$ cat src/rtl/divider_core.sv
// Programmable clock divider: div_out has a period of active_ratio clocks, high for ceil(N/2) of them.
// Latency: all outputs are registered; a load made in IDLE is acknowledged next cycle and RUN starts one cycle later.
// Backpressure: none; a new ratio waits in a pending register until the next period boundary, and a later load replaces it.
module divider_core #(
    parameter int WIDTH = 32
) (
    input  logic             div_clock,
    input  logic             div_reset,
    input  logic [WIDTH-1:0] ratio_in,
    input  logic             ratio_load,
    input  logic             div_enable,
    output logic             div_out,
    output logic             div_tick,
    output logic             ratio_ack,
    output logic             ratio_err,
    output logic             running,
    output logic [WIDTH-1:0] active_ratio
);

    typedef enum logic {
        IDLE = 1'b0,
        RUN  = 1'b1
    } state_t;

    state_t           state_q,   state_d;
    logic [WIDTH-1:0] count_q,   count_d;
    logic [WIDTH-1:0] active_q,  active_d;
    logic [WIDTH-1:0] pending_q, pending_d;
    logic             pend_vld_q, pend_vld_d;
    logic             div_out_q, div_out_d;
    logic             div_tick_q, div_tick_d;
    logic             ack_q,     ack_d;
    logic             err_q,     err_d;

    logic             load_ok;
    logic             wrap;
    logic [WIDTH-1:0] half_d;

    // Next-state, ratio bookkeeping and registered output values.
    always_comb begin
        state_d    = state_q;
        count_d    = count_q;
        active_d   = active_q;
        pending_d  = pending_q;
        pend_vld_d = pend_vld_q;
        ack_d      = 1'b0;
        // Ratio 1 cannot produce a divided clock, so it is rejected outright.
        err_d      = ratio_load && (ratio_in == WIDTH'(1));
        load_ok    = ratio_load && (ratio_in != WIDTH'(1));
        // Only meaningful in RUN, where active_q >= 2.
        wrap       = (count_q == (active_q - WIDTH'(1)));

        case (state_q)
            IDLE: begin
                count_d = '0;
                if (load_ok) begin
                    // No period to protect: a fresh load goes straight to active.
                    active_d   = ratio_in;
                    ack_d      = 1'b1;
                    pend_vld_d = 1'b0;
                end else if (pend_vld_q) begin
                    // Left over from a load made in RUN before a disable.
                    active_d   = pending_q;
                    ack_d      = 1'b1;
                    pend_vld_d = 1'b0;
                end else if (div_enable && (active_q >= WIDTH'(2))) begin
                    // Start only once no apply is in flight, so the first
                    // period always runs under a stable ratio.
                    state_d = RUN;
                end
            end
            RUN: begin
                if (load_ok) begin
                    pending_d  = ratio_in;
                    pend_vld_d = 1'b1;
                end
                if (!div_enable) begin
                    state_d = IDLE;
                    count_d = '0;
                end else if (wrap) begin
                    count_d = '0;
                    if (pend_vld_q) begin
                        // A load on this same edge stays pending for the next wrap.
                        active_d = pending_q;
                        ack_d    = 1'b1;
                        if (!load_ok) begin
                            pend_vld_d = 1'b0;
                        end
                        if (pending_q < WIDTH'(2)) begin
                            state_d = IDLE;
                        end
                    end
                end else begin
                    count_d = count_q + WIDTH'(1);
                end
            end
            default: begin
                state_d = IDLE;
                count_d = '0;
            end
        endcase

        // ceil(N/2) without overflow even for N = 2^WIDTH-1.
        half_d     = (active_d >> 1) + {{(WIDTH-1){1'b0}}, active_d[0]};
        div_out_d  = (state_d == RUN) && (count_d < half_d);
        div_tick_d = (state_d == RUN) && (count_d == '0);
    end

    // State and output registers with synchronous reset.
    always_ff @(posedge div_clock) begin
        if (div_reset) begin
            state_q    <= IDLE;
            count_q    <= '0;
            active_q   <= '0;
            pending_q  <= '0;
            pend_vld_q <= 1'b0;
            div_out_q  <= 1'b0;
            div_tick_q <= 1'b0;
            ack_q      <= 1'b0;
            err_q      <= 1'b0;
        end else begin
            state_q    <= state_d;
            count_q    <= count_d;
            active_q   <= active_d;
            pending_q  <= pending_d;
            pend_vld_q <= pend_vld_d;
            div_out_q  <= div_out_d;
            div_tick_q <= div_tick_d;
            ack_q      <= ack_d;
            err_q      <= err_d;
        end
    end

    assign div_out      = div_out_q;
    assign div_tick     = div_tick_q;
    assign ratio_ack    = ack_q;
    assign ratio_err    = err_q;
    assign running      = (state_q == RUN);
    assign active_ratio = active_q;

endmodule

$ cat config.mk
export PLATFORM = sky130hd
export DESIGN_NAME = divider_core
export DESIGN_NICKNAME = d
export VERILOG_FILES = /design/src/rtl/divider_core.sv
export SDC_FILE = /design/constraint.sdc
export NUM_CORES = 1
export LEC_CHECK = 0
export CORE_MARGIN = 1.5
export CORE_UTILIZATION = 40
export DETAILED_ROUTE_END_ITERATION = 8
export DONT_BUFFER_PORTS = 1
export GPL_TIMING_DRIVEN = 1
export MAX_ROUTING_LAYER = met4
export PLACE_DENSITY_LB_ADDON = 0.08
export SLEW_MARGIN = 10
export SYNTH_ARGS = -nofsm -noshare
export SYNTH_HDL_FRONTEND = slang
export SYNTH_SLANG_ARGS = --single-unit
$ cat constraint.sdc
create_clock -name div_clock -period 6.2 [get_ports div_clock]
set_clock_uncertainty 0.05 [all_clocks]
set_input_delay 0.93 -clock div_clock [delete_from_list [all_inputs] [get_ports div_clock]]
set_output_delay 0.93 -clock div_clock [all_outputs]
set_load 0.02 [all_outputs]
Word-level counts from Yosys, hierarchy flattened
Cells that the tools add are included.

Flip-flop bits (word level): 102. Input port bits: 36. Output and inout port bits: 37. Word-level logic and storage cells: 53.

Eq/ne operators: 3. Reductions and logical operators: 7. $lt $le $gt $ge: 3. Mux-type cells: 27. Bitwise operators: 1. $add $sub $neg: 3.

Operators by type and width (number): 2-to-1 mux 32 bit (6); case mux 32 bit (2 select lines) (2); adder 31 x 1 -> 32 bit (1); adder 32 x 1 -> 32 bit (second input constant) (1); == test 32 x 1 -> 1 bit (second input constant) (1); == test 32 bit (1); greater-or-equal comparator 32 x 2 -> 1 bit (second input constant) (1); logical NOT 32 bit (1); less-than comparator 32 x 2 -> 1 bit (second input constant) (1); less-than comparator 32 bit (1); inequality test 32 x 1 -> 1 bit (second input constant) (1); subtractor 32 x 1 -> 32 bit (second input constant) (1); 2-to-1 mux 1 bit (16); case mux 1 bit (2 select lines) (3); logical AND 1 bit (5); AND reduction 2 bit (1); inverter 1 bit (1).

Depth between registers and ports, before layout
Gate-level depths: netlist of run 1.

Word-level depth: 8. Mapped depth: 34. Mapped depth without buffers: 31.

Worst setup path before layout of run 1
No wires, ideal clock.

Path kind: flip-flop to flip-flop. From: register active_q[8] (netlist: active_ratio[8]). To: register div_out_q (netlist: div_out). Required time: 6.076 ns. Setup time: 0.074 ns. Setup slack: -0.667 ns. Stages on the path, launching flop included: 30. Arrival: 6.742 ns. Period minus slack after synthesis: 6.867 ns. Cell sequence: dfxtp_1 > buf_6 > or4_4 > or4_1 > buf_2 > o31a_1 > a211o_1 > a22oi_1 > and3_1 > a21oi_1 > buf_2 > a222oi_1 > nor4_4 > nand3_1 > buf_2 > nor2_1 > xor2_1 > ha_1 > a21o_1 > a21o_1 > a21o_1 > a21o_1 > a21o_1 > a21o_1 > a21oi_1 > nor2_1 > o31a_1 > o21ai_0 > nand3_1 > a31oi_1.

Longest elaborated chain between the ends: 8. Elaborated cells on any way between the ends: 21. Classes of those cells: 2 x add/sub; 2 x order compare; 1 x eq/ne; 14 x mux; 2 x reduce/logical.

RTL lines: from (decl) (RTL line 27) `logic [WIDTH-1:0] active_q, active_d;`; from (signal assigned) (RTL line 124) `active_q <= active_d;`; subtractor 32 x 1 -> 32 bit (RTL line 51) `wrap = (count_q == (active_q - WIDTH'(1)));`; == test 32 bit (RTL line 51); 2-to-1 mux 32 bit (RTL line 80) `end else if (wrap) begin`; 2-to-1 mux 32 bit (RTL line 77) `if (!div_enable) begin`; case mux 32 bit (2 select lines) (RTL line 53) `case (state_q)`; adder 31 x 1 -> 32 bit (RTL line 104) `half_d = (active_d >> 1) + {{(WIDTH-1){1'b0}}, active_d[0]};`; less-than comparator 32 bit (RTL line 105) `div_out_d = (state_d == RUN) && (count_d < half_d);`; logical AND 1 bit * (RTL line 105); to (signal assigned) (RTL line 127) `div_out_q <= div_out_d;`; to (decl) (RTL line 30) `logic div_out_q, div_out_d;`.

Every way passes the cells marked *; elsewhere a longest branch is shown, timed or not. A chain may end at the register's enable or synchronous reset.

Final worst setup path of run 1
From: register active_q[13] (netlist: active_ratio[13]). To: register div_out_q (netlist: div_out).

The elaborated chain is that of the path after synthesis.

==> out/results.tsv, run 1 <==
metric	value	unit
ys.flop_type	dfxtp_1	
cts.path.max_buffers	2	
ys_seq_elements	102	
num_antenna_cells	0	
status	complete, no violations	
sequentialPowerShare	37.0	%
synth_top_cell_by_area	dfxtp_1	
start_kind	register	
fin_tns_setup	0	ns
slew_viol_final	0	
netSwitchingPower	602	uW
r2r-end	div_out$_SDFF_PP0_	
grt_usage	28.0	%
ant_nets	0	
most-common-layout-cells	nor2_1 (163), buf_4 (128), dfxtp_1 (94)	
synth_top_family_by_area	simple AND/OR/NAND/NOR gates	
powerDensity	198	nW/um2
hold_path.class	register to register	
rrSetupSlack	0.007	ns
path_clk_slew	0.07	ns
viasPerCell	5.76	
die_w	144	um
setup_slack	0.00702	ns
synthSimpleGateAreaFrac	30.9	%
wl_per_cell	21.0	um
r2r.worst_path.cells	22	
crit_required	6.44	ns
cts_sinks	102	
min_from	pending_q[0]$_SDFFE_PP0P_	
grt_pass1_vias	7301	
route.detailed.drc	0	
dr_total_vias	7800	
syn_nets	1080	
place.gp.congestion	0.944	
dp_hpwl	22300	um
highest_layer	met4	
holdPathStages	2	
root_buffer	clkbuf_16	
layout-drive-gt1-share	20.9	%
cp.arrival	6.44	ns
synth-compound-area-share	12.5	%
drt-met1-wl	13000	um
yosysWarnings	0	
synthAdderAreaFrac	5.67	%
max_stage_delay	0.57	ns
synth.mux.area_fraction	10.1	%
row_count	51	
port_buffers	0	
drtIter0Drc	509	
syn_to_final_growth	21.5	%
numCtsBuffers	9	
path_common_cell	or4_4	
layout_commonest_cell	nor2_1	
netlist_instances	1008	
syn_area_per_cell	7.88	um2
fp.dieArea	20700	um2
power.internal	1.30	mW
async_flop_share	0	%
min_period	6.19	ns
hold_path_end	pending_q[0]$_SDFFE_PP0P_	
finalWirelength	28400	um
peakVddDrop	120	uV
cts_tree	built	
rr_startpoint	active_ratio[13]$_SDFF_PP0_	
worst_path_max_delay_cell	or4_4	
grt_pass1_wl	42100	um
hold_viol_final	0	
htree_levels	3	
critical_path_class	register to register	
rsz0062_at_grt	true	
drt_first_pass_iters	4	
synth_edf_count	0	
synth_top_area_share	25.7	%
met2_length	13100	um
clk_latency	0.36	ns
ys_types	66	
critPathBufInv	2	
die_h	144	um
synth_xor_area_share	11.0	%
grt_max_degree	84	
cap_violations	0	
pwr-share-comb	27.2	%
antenna_found_initial	0	
ios	73	
grt_overflow	0	
p_clk_share	35.8	%
worst_pin_slew	1.01	ns
end_kind	register	
crit_path_max_fanout	6	
finalSetupViolCount	0	
initial_core_util	40.8	%
crit_family	simple AND/OR/NAND/NOR gates	
synth_area_leaders	dfxtp_1 (26%), mux2i_1 (8.8%), nor2_1 (7.8%)	
ys_seq_area_share	25.7	%
met3_length	1620	um
netlist_area	7940	um2
core_area	19500	um2
slew-limit-headroom	32.1	%
crit_chain	or4_4, or4_4, nor4_1, o211ai_1, a221o_1, nor4_4, buf_6, nor3_1, or3b_4, or4_4, or3_4, buf_4, nor4_2, xnor2_1, ha_1, and4_1, nand3_1, nor2_1, o31a_1, o21ai_2, nand3_1, a31oi_1	
power.leakage	3.89	nW
max_freq	161	MHz
min_period_over_period	99.9	%
final_nets	1156	
sw_frac_of_total	31.6	%
pre_cts_slack	-0.0831	ns
==> worst max path at each step <==
stage                                      startpoint            endpoint  slack, ns  depth (start not counted)
after floorplan           active_ratio[16]$_SDFF_PP0_  div_out$_SDFF_PP0_      -0.15                         28
after global placement     active_ratio[9]$_SDFF_PP0_  div_out$_SDFF_PP0_      -0.13                         27
after detailed placement  active_ratio[16]$_SDFF_PP0_  div_out$_SDFF_PP0_      -0.08                         28
after CTS                 active_ratio[16]$_SDFF_PP0_  div_out$_SDFF_PP0_      0.006                         26
after global routing      active_ratio[20]$_SDFF_PP0_  div_out$_SDFF_PP0_      -0.27                         28
final                     active_ratio[13]$_SDFF_PP0_  div_out$_SDFF_PP0_      0.007                         22
==> metal layers <==
metal,up-vias,GRT usage [%]
met4,0,7.68
li1,3807,-
met2,195,43.7
met1,3756,36.3
met3,42,6.50
met5,-,-
==> logic make-up after synthesis <==
kind of cell               count (synthesis)
AOI/OAI and AO/OA                        145
and+or+nand+nor                          467
adders and majority gates                 36
xor gates and xnor gates                  98
buffers and inverters                     81
muxes                                     79
DFF                                      102
==> cell type report <==
type	count	area, um2
well taps	265	332
clock inverters	6	109
inverters	14	52.6
clock buffers	10	239
fillers	1982	9820
flip-flops and latches	102	2050
multi-input cells	825	5840
repair buffers	132	1020
==> per-stage QoR <==
step	hold WS (ns)	utilization, %	area (um2)	power (mW)	cells
finish	0.463	49.6	9650	1.91	1354
global placement	0.446	46.3	9020	1.21	1329
global route	0.492	49.6	9650	1.99	1354
detailed placement	0.454	46.3	9020	1.21	1329
CTS	0.471	48.5	9440	1.90	1345
floorplan	0.413	-	8030	1.03	1008
==> power groups by stage <==
| stage | clock network, mW | registers (mW) | logic, mW |
|---|---|---|---|
| 4_1_cts | 0.695 | 0.705 | 0.496 |
| 5_1_grt | 0.723 | 0.709 | 0.558 |
| 6_report | 0.683 | 0.706 | 0.518 |
| 2_1_floorplan | 0 | 0.738 | 0.289 |
| 3_3_place_gp | 0 | 0.721 | 0.489 |
| 3_5_place_dp | 0 | 0.721 | 0.488 |
==> Yosys cell counts (all sizes together) (10+ instances only) <==
| cell type | number |
|---|---|
| nor3 | 45 |
| ha | 36 |
| nand2 | 49 |
| or4 | 16 |
| and3 | 21 |
| nor4 | 48 |
| nand2b | 14 |
| clkbuf | 44 |
| nor2b | 15 |
| o21ai | 22 |
| nand3 | 28 |
| buf | 23 |
| nand4 | 28 |
| a21o | 11 |
| mux2i | 70 |
| a31oi | 10 |
| xnor2 | 53 |
| nor2 | 165 |
| dfxtp | 102 |
| a21oi | 30 |
| a211oi | 19 |
| inv | 14 |
| xor2 | 44 |
==> flip-flops by register name, indices dropped and copies added, names as in the netlist <==
| signal | flops |
|---|---|
| pending_q | 32 |
| ratio_err | 1 |
| running | 1 |
| div_tick | 1 |
| pend_vld_q | 1 |
| active_ratio | 32 |
| count_q | 32 |
| div_out | 1 |
| ratio_ack | 1 |
==> tightest hold or removal path, cell delays in order, from the launching register on <==
cell and delay, ns:
dfxtp_1 0.34, mux2i_1 0.07, nor2_1 0.07
==> repair_timing <==
item                                    in CTS  in global routing
resized for setup                           12                 25
endpoints found under the setup margin       1                  1
hold buffers                                 0                  0
pin swaps                                    2                 20
buffers inserted                             0                  9
No activity file was read; power rests on OpenSTA's default activity.
==> run 2, diff against run 1 <==
--- a/config.mk
+++ b/config.mk
@@ -5,13 +5,16 @@
 export SDC_FILE = /design/constraint.sdc
 export NUM_CORES = 1
 export LEC_CHECK = 0
+export CELL_PAD_IN_SITES_DETAIL_PLACEMENT = 2
+export CELL_PAD_IN_SITES_GLOBAL_PLACEMENT = 2
 export CORE_MARGIN = 1.5
-export CORE_UTILIZATION = 40
+export CORE_UTILIZATION = 35
 export DETAILED_ROUTE_END_ITERATION = 8
 export DONT_BUFFER_PORTS = 1
 export GPL_TIMING_DRIVEN = 1
 export MAX_ROUTING_LAYER = met4
 export PLACE_DENSITY_LB_ADDON = 0.08
+export RECOVER_POWER = 100
 export SLEW_MARGIN = 10
 export SYNTH_ARGS = -nofsm -noshare
 export SYNTH_HDL_FRONTEND = slang
==> run 2 against run 1 <==
  * The run now ends with setup timing left
  * First-iteration DRC count is 14% higher
  * Global-route usage is 5.5 points higher
  * Non-clock buffer count grew 57
  * Setup slack worse by 0.48 ns
  * Final cell count up 5.5%
  * Critical path depth grew 6
  * Worst hold slack improved by 0.0093 ns
  * Largest cell class unchanged
  * Sequential share of layout area is 1.0 points lower
  * Clock power is 7.9% lower
==> out/results.tsv, run 2 (same netlist as run 1, synthesis figures left out) <==
metric	value	unit	change
status	finished with violations		
violations	setup timing		
clk_latency	0.37	ns	about the same
grt_pass1_wl	58100	um	+38%
dr_total_vias	8778		+13%
crit_path_max_fanout	5		-1
htree_levels	3		unchanged
path_depth	28		+27%
initial_core_util	36.0	%	-4.7 points
highest_layer	met4		
crit_family	simple AND/OR/NAND/NOR gates		
syn_to_final_growth	27.8	%	
holdPathStages	2		unchanged
pre_cts_slack	-0.402	ns	-0.319 ns
r2r-end	div_out$_SDFF_PP0_		
rsz0062_at_grt	true		
nFillCells	2467		+24%
most-common-layout-cells	buf_4 (177), nor2_1 (162), dfxtp_1 (94)		
max_stage_delay	0.54	ns	-0.03 ns
path_clk_slew	0.08	ns	about the same
r2r.worst_path.cells	28		+27%
layout-drive-gt1-share	25.7	%	+4.7 points
finish.instance_area	10100	um2	+5.2%
crit_required	6.44	ns	about the same
sequentialPowerShare	36.6	%	-0.4 points
root_buffer	clkbuf_16		
wl_per_cell	28.0	um	+33%
drt-met1-wl	15900	um	+23%
critical_path_class	register to register		
total_power	1.93	mW	+1.3%
cts_sinks	102		unchanged
grt_pass1_vias	9608		+32%
met3_length	2260	um	+40%
setup_slack	-0.473	ns	-0.480 ns
grt_overflow	0		unchanged
finalWirelength	40000	um	+41%
end_kind	register		
start_kind	register		
min_period_over_period	108	%	+7.7 points
row_count	54		+5.9%
peakVddDrop	155	uV	+29%
critPathBufInv	3		+1
route.detailed.drc	0		unchanged
drt_first_pass_iters	5		+1
ant_nets	0		unchanged
port_buffers	0		unchanged
finalSetupViolCount	2		+2
grt_max_degree	84		unchanged
fp.dieArea	23600	um2	+14%
grt_usage	33.5	%	+5.5 points
max_freq	150	MHz	-7.2%
viasPerCell	6.15		+6.7%
slew_viol_final	0		unchanged
cts_tree	built		
hold_ws	0.473	ns	+0.00928 ns
die_h	154	um	+6.8%
endpoint	div_out$_SDFF_PP0_		
met2_length	20000	um	+52%
hold_path.class	register to register		
drtIter0Drc	579		+14%
rrSetupSlack	-0.47	ns	-0.48 ns
core_area	22000	um2	+13%
min_period	6.67	ns	+0.480 ns
worst_path_max_delay_cell	or4_4		
numCtsBuffers	9		unchanged
power.internal	1.24	mW	-5.2%
slew-limit-headroom	31.3	%	-0.84 points
cp-startpoint	active_ratio[8]$_SDFF_PP0_		
final_nets	1213		+4.9%
die_w	154	um	+6.8%
netSwitchingPower	695	uW	+16%
powerDensity	191	nW/um2	-3.6%
dp_hpwl	28200	um	+27%
pwr-share-comb	30.8	%	+3.6 points
cap_violations	0		unchanged
cts.path.max_buffers	2		unchanged
path_common_cell	a21o_1		
place.gp.congestion	0.891		-5.7%
p_clk_share	32.6	%	-3.2 points
ios	73		unchanged
cp.arrival	6.92	ns	+0.48 ns
power.leakage	4.14	nW	+6.2%
hold_viol_final	0		unchanged
sw_frac_of_total	36.0	%	+4.4 points
hold_buffers	0		unchanged
place_area	9160	um2	+1.6%
antenna_found_initial	2		+2
layout_commonest_cell	buf_4		
rr_startpoint	active_ratio[8]$_SDFF_PP0_		
worst_pin_slew	1.03	ns	+0.0126 ns
-- run 2: power groups by stage --
stage | sequential, mW | clock [mW] | combinational (mW)
after floorplan | 0.738 | 0 | 0.289
after detailed placement | 0.722 | 0 | 0.528
after CTS | 0.707 | 0.640 | 0.559
final | 0.708 | 0.629 | 0.595
after global routing | 0.711 | 0.670 | 0.629
after global placement | 0.720 | 0 | 0.509
-- run 2: metrics by stage --
step                      std cells  util, %  TNS, ns
after floorplan                1008        -   -0.149
after global placement         1359     41.6   -0.104
after detailed placement       1359     41.6   -0.402
after CTS                      1421     45.3   -0.204
after global routing           1428     46.1    -1.20
final                          1428     46.1   -0.811
-- run 2: worst min-delay path by stage --
| stage | start | end |
|---|---|---|
| floorplan | pending_q[0]$_SDFFE_PP0P_ | pending_q[0]$_SDFFE_PP0P_ |
| global placement | pending_q[0]$_SDFFE_PP0P_ | pending_q[0]$_SDFFE_PP0P_ |
| detailed placement | pending_q[0]$_SDFFE_PP0P_ | pending_q[0]$_SDFFE_PP0P_ |
| CTS | pending_q[0]$_SDFFE_PP0P_ | pending_q[0]$_SDFFE_PP0P_ |
| global route | count_q[0]$_SDFF_PP0_ | count_q[0]$_SDFF_PP0_ |
| finish | pending_q[0]$_SDFFE_PP0P_ | pending_q[0]$_SDFFE_PP0P_ |
-- run 2: repair_timing --
| item | 4_1_cts | 5_1_grt |
|---|---|---|
| buffers inserted | 46 | 5 |
| gates resized for setup | 36 | 27 |
| pin swaps | 32 | 36 |
| endpoints found under the hold margin | 0 | 0 |
| setup endpoints to repair | 1 | 3 |
-- run 2: layer usage --
metal	vias up	GRT usage, %
met2	301	57.3
met4	0	15.8
met5	-	-
li1	3917	-
met3	114	7.38
met1	4446	37.2
-- run 2: layout make-up --
cell class / instances / area, um2 / area share [%]
flip-flops and latches: 102 / 2050 / 20.3
diodes: 2 / 5.00 / 0.0493
clock inverters: 6 / 68.8 / 0.678
clock buffers: 10 / 229 / 2.26
multi-input cells: 825 / 5930 / 58.5
well taps: 280 / 350 / 3.45
repair buffers: 189 / 1450 / 14.3
inverters: 14 / 52.6 / 0.518
-- run 2: worst register-to-register path, delay by kind of cell, from the launching register on --
kind	cells	cell delay, ns
simple gates	10	2.65
compound gates	13	2.64
buf+inv	3	0.47
flops	1	0.35
fa+ha+maj	1	0.27
xor+xnor	1	0.17
==> run 3, diff against run 2 <==
--- a/config.mk
+++ b/config.mk
@@ -13,7 +13,7 @@
 export DONT_BUFFER_PORTS = 1
 export GPL_TIMING_DRIVEN = 1
 export MAX_ROUTING_LAYER = met4
-export PLACE_DENSITY_LB_ADDON = 0.08
+export PLACE_DENSITY = 0.82
 export RECOVER_POWER = 100
 export SLEW_MARGIN = 10
 export SYNTH_ARGS = -nofsm -noshare
==> run 3 against run 2 <==
  * The flow still finishes with violations (setup timing)
  * Die area unchanged
  * First-iteration DRC count grew 18%
  * Register-to-register slack got worse by 0.42 ns
  * Sequential cell count unchanged
  * Combinational power up 3%
  * Global-route usage rose by 6.7 points
  * Largest power group unchanged
==> out/results.tsv, run 3 (same netlist as run 1, synthesis figures left out) <==
metric	value	unit	change
status	finished with violations		
violations	setup timing		
peakVddDrop	113	uV	-27%
nFillCells	2469		+0.081%
r2r.worst_path.cells	24		-14%
min_period_over_period	114	%	+6.8 points
antenna_found_initial	0		-2
fin_util	43.8	%	-2.3 points
ios	73		unchanged
slew_viol_final	0		unchanged
die_h	154	um	unchanged
grt_max_degree	84		unchanged
power.leakage	3.88	nW	-6.2%
place.gp.congestion	0.969		+8.8%
grt_pass1_vias	10600		+10%
end_kind	register		
cts.path.max_buffers	2		unchanged
ant_nets	0		unchanged
hold_viol_final	0		unchanged
endpoint	div_out$_SDFF_PP0_		
pre_cts_slack	-0.487	ns	-0.0845 ns
rr_startpoint	active_ratio[18]$_SDFF_PP0_		
layout_commonest_cell	nor2_1		
num_antenna_cells	0		-2
numCtsBuffers	9		unchanged
hold_ws	0.508	ns	+0.0354 ns
route.detailed.drc	0		unchanged
fp.dieArea	23600	um2	unchanged
multi_input_area	5830	um2	-1.6%
viasPerCell	6.83		+11%
grt_pass1_wl	68800	um	+18%
pwr-share-comb	30.6	%	-0.2 points
port_buffers	0		unchanged
cap_violations	0		unchanged
most-common-layout-cells	nor2_1 (162), buf_4 (125), dfxtp_1 (94)		
rsz0062_at_grt	true		
rrSetupSlack	-0.90	ns	-0.42 ns
start_kind	register		
final_nets	1161		-4.3%
seq_area	2050	um2	unchanged
hold_path.class	register to register		
max_freq	141	MHz	-6.0%
layout-drive-gt1-share	20.7	%	-5.0 points
drt_first_pass_iters	7		+2
powerDensity	208	nW/um2	+9.0%
path_clk_slew	0.08	ns	about the same
grt_usage	40.2	%	+6.7 points
die_w	154	um	unchanged
finish.instance_area	9640	um2	-4.9%
initial_core_util	36.0	%	unchanged
p_clk_share	33.9	%	+1.3 points
finalWirelength	46400	um	+16%
root_buffer	clkbuf_16		
min_period	7.10	ns	+0.423 ns
netSwitchingPower	742	uW	+6.6%
fin_tns_setup	-0.896	ns	-0.0851 ns
clk_latency	0.39	ns	+0.02 ns
r2r-end	div_out$_SDFF_PP0_		
power.internal	1.26	mW	+1.9%
cp-startpoint	active_ratio[18]$_SDFF_PP0_		
grt_overflow	0		unchanged
row_count	54		unchanged
place_area	9040	um2	-1.4%
dp_hpwl	29800	um	+5.4%
drtIter0Drc	684		+18%
finalSetupViolCount	1		-1
slew-limit-headroom	23.1	%	-8.2 points
cts_tree	built		
wl_per_cell	33.8	um	+21%
htree_levels	3		unchanged
syn_to_final_growth	21.5	%	
crit_required	6.45	ns	about the same
worst_pin_slew	1.14	ns	+0.114 ns
cts_sinks	102		unchanged
crit_path_max_fanout	6		+1
critical_path_class	register to register		
core_area	22000	um2	unchanged
sequentialPowerShare	35.6	%	-1.0 points
sw_frac_of_total	37.0	%	+1.1 points
setup_slack	-0.896	ns	-0.423 ns
dr_total_vias	9381		+6.9%
cp.arrival	7.35	ns	+0.43 ns
run 3: changes by cell type in the layout (fill, tap and decap cells not counted), sizes merged:
cell and delta:
clkbuf +4, bufinv +1, buf -57, diode -2
run 3: power groups by stage:
stage	combinational, mW	clock, mW	sequential, mW
floorplan	0.289	0	0.738
global placement	0.489	0	0.719
detailed placement	0.526	0	0.722
CTS	0.563	0.675	0.708
global route	0.628	0.702	0.712
finish	0.612	0.678	0.712
run 3: worst min path at each step:
stage	cells past startpoint	slack, ns	start	end
3_5_place_dp	2	0.47	pending_q[0]$_SDFFE_PP0P_	pending_q[0]$_SDFFE_PP0P_
4_1_cts	2	0.48	pending_q[0]$_SDFFE_PP0P_	pending_q[0]$_SDFFE_PP0P_
3_3_place_gp	2	0.44	pending_q[0]$_SDFFE_PP0P_	pending_q[0]$_SDFFE_PP0P_
6_report	2	0.51	pending_q[29]$_SDFFE_PP0P_	pending_q[29]$_SDFFE_PP0P_
2_1_floorplan	2	0.41	pending_q[0]$_SDFFE_PP0P_	pending_q[0]$_SDFFE_PP0P_
5_1_grt	2	0.55	pending_q[29]$_SDFFE_PP0P_	pending_q[29]$_SDFFE_PP0P_
run 3: cell type report:
cell class,count,area share [%]
Clock buffer,9,2.34
Inverter,14,0.545
Sequential cell,102,21.3
Timing Repair Buffer,137,10.6
Clock inverter,7,1.06
Tap cell,280,3.63
Multi-Input combinational cell,825,60.5
run 3: timing repair:
item | CTS | global route
buffers inserted | 14 | 2
endpoints found under the setup margin | 1 | 1
resized for setup | 29 | 11
pin swaps | 36 | 10
hold buffers | 0 | 0
run 3: per-stage QoR:
step | total power, mW | std cells
CTS | 1.95 | 1372
finish | 2.00 | 1374
floorplan | 1.03 | 1008
global placement | 1.21 | 1342
detailed placement | 1.25 | 1342
global route | 2.04 | 1374
run 3: routing by layer:
metal	routed length, um	part of all wire [%]	vias to the layer above	track usage, %
met5	0	0	-	-
met2	22400	48	586	67.6
met1	16800	36	4700	41.8
li1	-	-	3816	-
met4	3570	7.7	0	27.2
met3	3620	7.8	279	9.89
run 3: worst max-delay path: stages (launching register included):
cell and delay [ns]:
dfxtp_1 0.35, clkbuf_1 0.37, nor4_2 0.58, nand4_1 0.32
nor4_4 0.35, o21ai_1 0.12, a2111o_1 0.46, buf_6 0.17
nor4_4 0.38, buf_4 0.19, nor3_1 0.04, or3b_4 0.41
or4_4 0.54, or3_4 0.46, buf_4 0.18, nor4_2 0.28
xnor2_1 0.10, ha_1 0.37, and4_1 0.27, nand3_1 0.17
nor2_1 0.08, o31a_1 0.29, o21ai_2 0.19, nand3_1 0.13
a31oi_1 0.18
